==> config.mk <==
export PLATFORM = sky130hd
export DESIGN_NAME = fetch_unit
export DESIGN_NICKNAME = d
export VERILOG_FILES = /design/src/rtl/fetch_pkg.sv /design/src/rtl/fetch_fifo.sv /design/src/rtl/fetch_unit.sv
export SDC_FILE = /design/constraint.sdc
export NUM_CORES = 1
export LEC_CHECK = 0
export CAP_MARGIN = 20
export CORE_MARGIN = 2
export CORE_UTILIZATION = 56
export CTS_CLUSTER_DIAMETER = 30
export DETAILED_ROUTE_END_ITERATION = 6
export PLACE_DENSITY = 0.85
export RECOVER_POWER = 25
export SYNTH_ARGS = -nofsm -noshare
export SYNTH_HDL_FRONTEND = slang
export SYNTH_SLANG_ARGS = --single-unit
==> constraint.sdc <==
create_clock -name clk -period 15.9 [get_ports clk]
set_input_delay 4.77 -clock clk [delete_from_list [all_inputs] [get_ports clk]]
set_output_delay 4.77 -clock clk [all_outputs]
set_load 0.05 [all_outputs]
==> src/rtl/fetch_pkg.sv <==
// fetch_pkg: shared constants and types for the instruction-fetch front end.
//   DEFAULT_XLEN     - default address/data width
//   DEFAULT_RESET_PC - default PC loaded on reset
//   NOP              - canonical no-op encoding (addi x0, x0, 0)
//   fetch_entry_t    - {pc, instr} pair held in the decode-side buffer
package fetch_pkg;
  localparam int                DEFAULT_XLEN     = 32;
  localparam logic [31:0]       DEFAULT_RESET_PC = 32'h0000_0000;
  localparam logic [31:0]       NOP              = 32'h0000_0013;

  typedef struct packed {
    logic [DEFAULT_XLEN-1:0] pc;
    logic [31:0]             instr;
  } fetch_entry_t;
endpackage

==> src/rtl/fetch_fifo.sv <==
// fetch_fifo: small synchronous FIFO with synchronous flush.
//   clk, rst_n        - clock, asynchronous active-low reset
//   flush             - drop all entries this cycle (wins over push/pop)
//   push, push_data   - write an entry; caller guarantees !full
//   pop               - retire the head entry; caller guarantees !empty
//   head              - current head entry (combinational read)
//   count, empty, full- occupancy status
// DEPTH must be a power of two so the pointers wrap naturally.
module fetch_fifo #(
  parameter  int WIDTH = 32,
  parameter  int DEPTH = 2,
  localparam int AW    = $clog2(DEPTH),
  localparam int CW    = $clog2(DEPTH + 1)
) (
  input  logic             clk,
  input  logic             rst_n,
  input  logic             flush,
  input  logic             push,
  input  logic [WIDTH-1:0] push_data,
  input  logic             pop,
  output logic [WIDTH-1:0] head,
  output logic [CW-1:0]    count,
  output logic             empty,
  output logic             full
);
  logic [WIDTH-1:0] mem [DEPTH];
  logic [AW-1:0]    wr_ptr;
  logic [AW-1:0]    rd_ptr;

  always_ff @(posedge clk or negedge rst_n) begin
    if (!rst_n) begin
      wr_ptr <= '0;
      rd_ptr <= '0;
      count  <= '0;
    end else if (flush) begin
      wr_ptr <= '0;
      rd_ptr <= '0;
      count  <= '0;
    end else begin
      if (push) wr_ptr <= wr_ptr + AW'(1);
      if (pop)  rd_ptr <= rd_ptr + AW'(1);
      if (push && !pop)      count <= count + CW'(1);
      else if (pop && !push) count <= count - CW'(1);
    end
  end

  // Storage needs no reset: occupancy is tracked by count alone.
  always_ff @(posedge clk) begin
    if (push && !flush) mem[wr_ptr] <= push_data;
  end

  assign head  = mem[rd_ptr];
  assign empty = (count == '0);
  assign full  = (count == CW'(DEPTH));
endmodule

==> src/rtl/fetch_unit.sv <==
// fetch_unit: instruction-fetch front end.
//   clk, rst_n                        - clock, asynchronous active-low reset
//   redirect_valid, redirect_target   - branch/jump redirect from execute
//   imem_req_valid/ready/addr         - in-order word fetch requests
//   imem_rsp_valid, imem_rsp_data     - in-order responses, no backpressure
//   if_valid/ready, if_pc, if_pc_plus4, if_instr - decode-side stream
//
// Handshakes: a transfer happens on a rising edge where valid && ready are
// both high; valid never depends on ready in the same direction, and the
// payload is only meaningful while valid is high.
//
// Credits: requests in flight plus entries buffered for decode never exceed
// DEPTH, so the output FIFO always has room for every response.
// Redirect: all work issued before the redirect is wrong-path. Buffered
// entries are flushed at once; responses still in flight are counted in
// drop_cnt and discarded as they arrive (their tags still pop in order).
module fetch_unit import fetch_pkg::*; #(
  parameter int               XLEN     = DEFAULT_XLEN,
  parameter logic [XLEN-1:0]  RESET_PC = DEFAULT_RESET_PC,
  parameter int               DEPTH    = 2
) (
  input  logic            clk,
  input  logic            rst_n,
  input  logic            redirect_valid,
  input  logic [XLEN-1:0] redirect_target,
  output logic            imem_req_valid,
  input  logic            imem_req_ready,
  output logic [XLEN-1:0] imem_req_addr,
  input  logic            imem_rsp_valid,
  input  logic [31:0]     imem_rsp_data,
  output logic            if_valid,
  input  logic            if_ready,
  output logic [XLEN-1:0] if_pc,
  output logic [XLEN-1:0] if_pc_plus4,
  output logic [31:0]     if_instr
);
  localparam int CW = $clog2(DEPTH + 1);

  logic [XLEN-1:0] pc;
  logic            active;     // low during reset and its first cycle out
  logic [CW-1:0]   drop_cnt;
  logic [CW-1:0]   inflight;
  logic [CW-1:0]   out_count;
  logic [CW:0]     used;
  logic            credit_ok;
  logic            req_fire;
  logic            rsp_pop;
  logic            rsp_keep;
  logic            out_pop;
  logic            tag_empty, tag_full;
  logic            out_empty, out_full;
  logic [XLEN-1:0] tag_pc;
  fetch_entry_t    out_entry;
  fetch_entry_t    out_head;

  assign used      = {1'b0, inflight} + {1'b0, out_count};
  assign credit_ok = (used < (CW+1)'(DEPTH));

  assign imem_req_valid = active && !redirect_valid && credit_ok;
  assign imem_req_addr  = pc;
  assign req_fire       = imem_req_valid && imem_req_ready;

  // A stray response with no tag is ignored entirely.
  assign rsp_pop  = imem_rsp_valid && !tag_empty;
  assign rsp_keep = rsp_pop && !redirect_valid && (drop_cnt == '0);

  assign out_entry.pc    = tag_pc;
  assign out_entry.instr = imem_rsp_data;

  assign if_valid    = !out_empty && !redirect_valid;
  assign out_pop     = if_valid && if_ready;
  assign if_pc       = out_empty ? '0 : out_head.pc;
  assign if_pc_plus4 = out_empty ? '0 : out_head.pc + XLEN'(4);
  assign if_instr    = out_empty ? '0 : out_head.instr;

  always_ff @(posedge clk or negedge rst_n) begin
    if (!rst_n) begin
      active <= 1'b0;
      pc     <= RESET_PC;
    end else begin
      active <= 1'b1;
      // Masking keeps every target bit in the expression; the low two
      // bits are forced to zero for word alignment.
      if (redirect_valid) pc <= redirect_target & ~XLEN'(3);
      else if (req_fire)  pc <= pc + XLEN'(4);
    end
  end

  // Recomputed on every redirect so back-to-back redirects cover every
  // response still outstanding, including ones already marked stale.
  always_ff @(posedge clk or negedge rst_n) begin
    if (!rst_n)                           drop_cnt <= '0;
    else if (redirect_valid)              drop_cnt <= inflight - CW'(rsp_pop);
    else if (rsp_pop && drop_cnt != '0)   drop_cnt <= drop_cnt - CW'(1);
  end

  fetch_fifo #(.WIDTH(XLEN), .DEPTH(DEPTH)) u_tag_q (
    .clk       (clk),
    .rst_n     (rst_n),
    .flush     (1'b0),
    .push      (req_fire),
    .push_data (pc),
    .pop       (rsp_pop),
    .head      (tag_pc),
    .count     (inflight),
    .empty     (tag_empty),
    .full      (tag_full)
  );

  fetch_fifo #(.WIDTH($bits(fetch_entry_t)), .DEPTH(DEPTH)) u_out_q (
    .clk       (clk),
    .rst_n     (rst_n),
    .flush     (redirect_valid),
    .push      (rsp_keep),
    .push_data (out_entry),
    .pop       (out_pop),
    .head      (out_head),
    .count     (out_count),
    .empty     (out_empty),
    .full      (out_full)
  );

  rsp_needs_tag: assert property (@(posedge clk) disable iff (!rst_n)
    imem_rsp_valid |-> !tag_empty);
  tag_no_overflow: assert property (@(posedge clk) disable iff (!rst_n)
    req_fire |-> !tag_full);
  out_no_overflow: assert property (@(posedge clk) disable iff (!rst_n)
    rsp_keep |-> !out_full);
endmodule
==> run summary <==
total of max-cap violations = 0
IO buf count = 191
gpl congestion = 0.864
hold_buf cts = 0
setup violators final = 0
PD cells = 148 mW/mm^2
number of buffers and inverters on the critical path = 3
area of the mapped netlist = 0.0103 mm^2
Worst IR Drop VDD = 141 uV
Slew HR = 0.260
CP max-delay cell = clkdlybuf4s50_1
Synth Warn # = 0
total power = 2.03 mW
Critical Path AT = 6.59 ns
Synth cell types = 66
commonest non-fill, non-tap cells in the layout = edfxtp_1 (184), clkdlybuf4s50_1 (177), nor2_1 (95), nand2_1 (63), mux2i_1 (62)
outcome = finished clean
top cells by area, synth = edfxtp_1 (53%), dfrtp_1 (9.9%), mux2i_1 (6.0%)
clk_skew = 0.0256 ns
die area = 0.0196 mm^2
GRT overflow = 0
chip height = 140 um
post-detail-place hpwl = 16300 um
Max Transition Viols Final = 0
non-filler cells in the finished layout = 1239
final period utilization = 0.714
vias in the first global route = 7006
Max Root-Sink Buffers = 3
Max Clk Rate = 0.0881 GHz
# clock sinks = 225
commonest non-fill, non-tap cell in the layout = edfxtp_1
Gates resized, CTS repair = 0
most common flop cell mapped by yosys = edfxtp_1
first-pass GRT wire length = 38300 um
Yosys top cell area share = 0.534
Area Growth Syn to Fin = 32.6%
Final Hold Fails = 0
Crit path max-delay family = buffers and inverters
total number of vias = 7254
largest net degree at the start of global routing = 80
synthesized instance count = 781
num rows = 49
total wire length = 24800 um
gr usage total = 0.248
DRT iter0 DRCs = 623
RSZ-0062 raised after global routing = no
placed insts = 1171
Synth Register Bits = 225
IO Count = 200
sequential share of the synthesized area = 0.633
setup TNS = 0 ns
post-CTS setup buffer count = 0
Leak Pwr = 4.73 nW
Via density = 5.85
Avg WL per Cell = 20.0 um
drt first pass iters = 5
EDFF count, synth = 184
Final ANT Viol Nets = 0
worst hold margin = 0.558 ns
Crit Path Class = in2out
Req. time, crit path = 11.13 ns
root buffer cell = clkbuf_16
initial antenna violation count = 1
share of cells above drive strength 1 = 0.109
CP max stage delay = 0.89 ns
post-synth top area cell = edfxtp_1
crit end category = primary output
mean area per synthesized cell = 13.2 um^2
CP max FO = 56
Slew @ Worst Pin = 1.11 ns
H-tree depth = 2
nets@finish = 1057
Starting Density = 0.574
Hold Path Class = reg2reg
asr flop ratio synth = 0.182
Worst-Skew Late Latency = 0.52 ns
cells along the critical path = buf_2, buf_4, nor4b_4, clkdlybuf4s50_1
clock transition at the registers of the reported paths = 0.05 ns
total core area = 0.0180 mm^2
CTS tree = yes
Chip Width = 140 um
TritonCTS Buffers = 37
minimum clock period = 11.36 ns
detailed-route DRC error count = 0
CP startpoint kind = input port
sequential cells by signal, indices dropped and copies added (netlist names):
register        count
u_tag_q.mem        60
imem_req_addr      30
u_tag_q.wr_ptr      1
u_out_q.wr_ptr      1
drop_cnt            2
active              1
u_tag_q.count       2
u_out_q.mem       124
u_tag_q.rd_ptr      1
u_out_q.count       2
u_out_q.rd_ptr      1
worst register-to-register path, delay by kind of cell (launching register included):
kind,cells,cell delay [ns]
buf+inv,1,0.40
simple gates,4,1.64
fa+ha+maj,1,0.53
compound gates,2,0.43
flops,1,0.45
Yosys cell counts (7+ instances only):
master      n
edfxtp_1  184
nor2_1     97
nand2_1    63
mux2i_1    62
dfrtp_1    41
mux2_2     36
o21ai_0    32
nand3_1    20
o311ai_0   16
clkbuf_1   15
nor3_1     13
xnor2_1    12
a21oi_1    11
inv_1      11
buf_2      10
nand4_1    10
and2_1      9
and3_1      9
buf_4       8
nor2b_1     8
nor4_1      7
cell type report:
cell class | count | area [um^2]
diodes | 1 | 2.50
clock buffers | 39 | 943
clock inverters | 28 | 374
fillers | 1099 | 4310
inverters | 11 | 41.3
multi-input cells | 508 | 3560
flip-flops and latches | 225 | 6560
well taps | 229 | 287
repair buffers | 198 | 1950
logic make-up (layout without fill, tap and decap cells):
logic type,after synthesis,after routing,share of synthesized area
AO/OA/AOI/OAI,101,101,0.0700
XOR/XNOR,18,18,0.0152
adder cells (fa/ha/maj),6,6,0.00798
buffers and inverters,53,276,0.0267
flip-flops,225,225,0.633
multiplexers,102,102,0.104
other,2,8,0.000726
AND/OR/NAND/NOR,274,274,0.142
final timing paths:
| check | start | end | slack (ns) | cells after the start |
|---|---|---|---|---|
| setup / recovery | redirect_valid | imem_req_valid | 4.54 | 4 |
| hold / removal | u_tag_q.wr_ptr | u_tag_q.wr_ptr | 0.56 | 1 |
| setup reg to reg | u_out_q.count[0] | imem_req_addr[7] | 12.29 | 8 |
| hold reg to reg | u_tag_q.wr_ptr | u_tag_q.wr_ptr | 0.56 | 1 |
| max in group asynchronous | rst_n | u_out_q.rd_ptr | 10.80 | 1 |
| min in group asynchronous | rst_n | drop_cnt[0] | 4.40 | 1 |
routing by layer:
layer / wire length, um / share of wire / global-route usage / up-vias
met5: 0 / 0 / 0 / -
met4: 549 / 0.022 / 0.0884 / 0
met3: 1990 / 0.080 / 0.0496 / 43
met2: 11500 / 0.46 / 0.387 / 334
met1: 10700 / 0.43 / 0.351 / 3518
li1: - / - / - / 3359
power breakdown:
group / internal, mW / switching (mW)
sequential: 0.701 / 0.0477
combinational: 0.157 / 0.288
clock: 0.541 / 0.292
per-stage QoR:
step / setup slack [ns] / cell area, um^2 / utilization
after floorplan: 5.10 / 10400 / -
final: 4.54 / 13700 / 0.761
after global routing: 4.48 / 13700 / 0.761
after detailed placement: 4.54 / 12400 / 0.688
after CTS: 4.53 / 13700 / 0.761
after global placement: 4.54 / 12400 / 0.688
No activity file was read; power rests on OpenSTA's default activity.
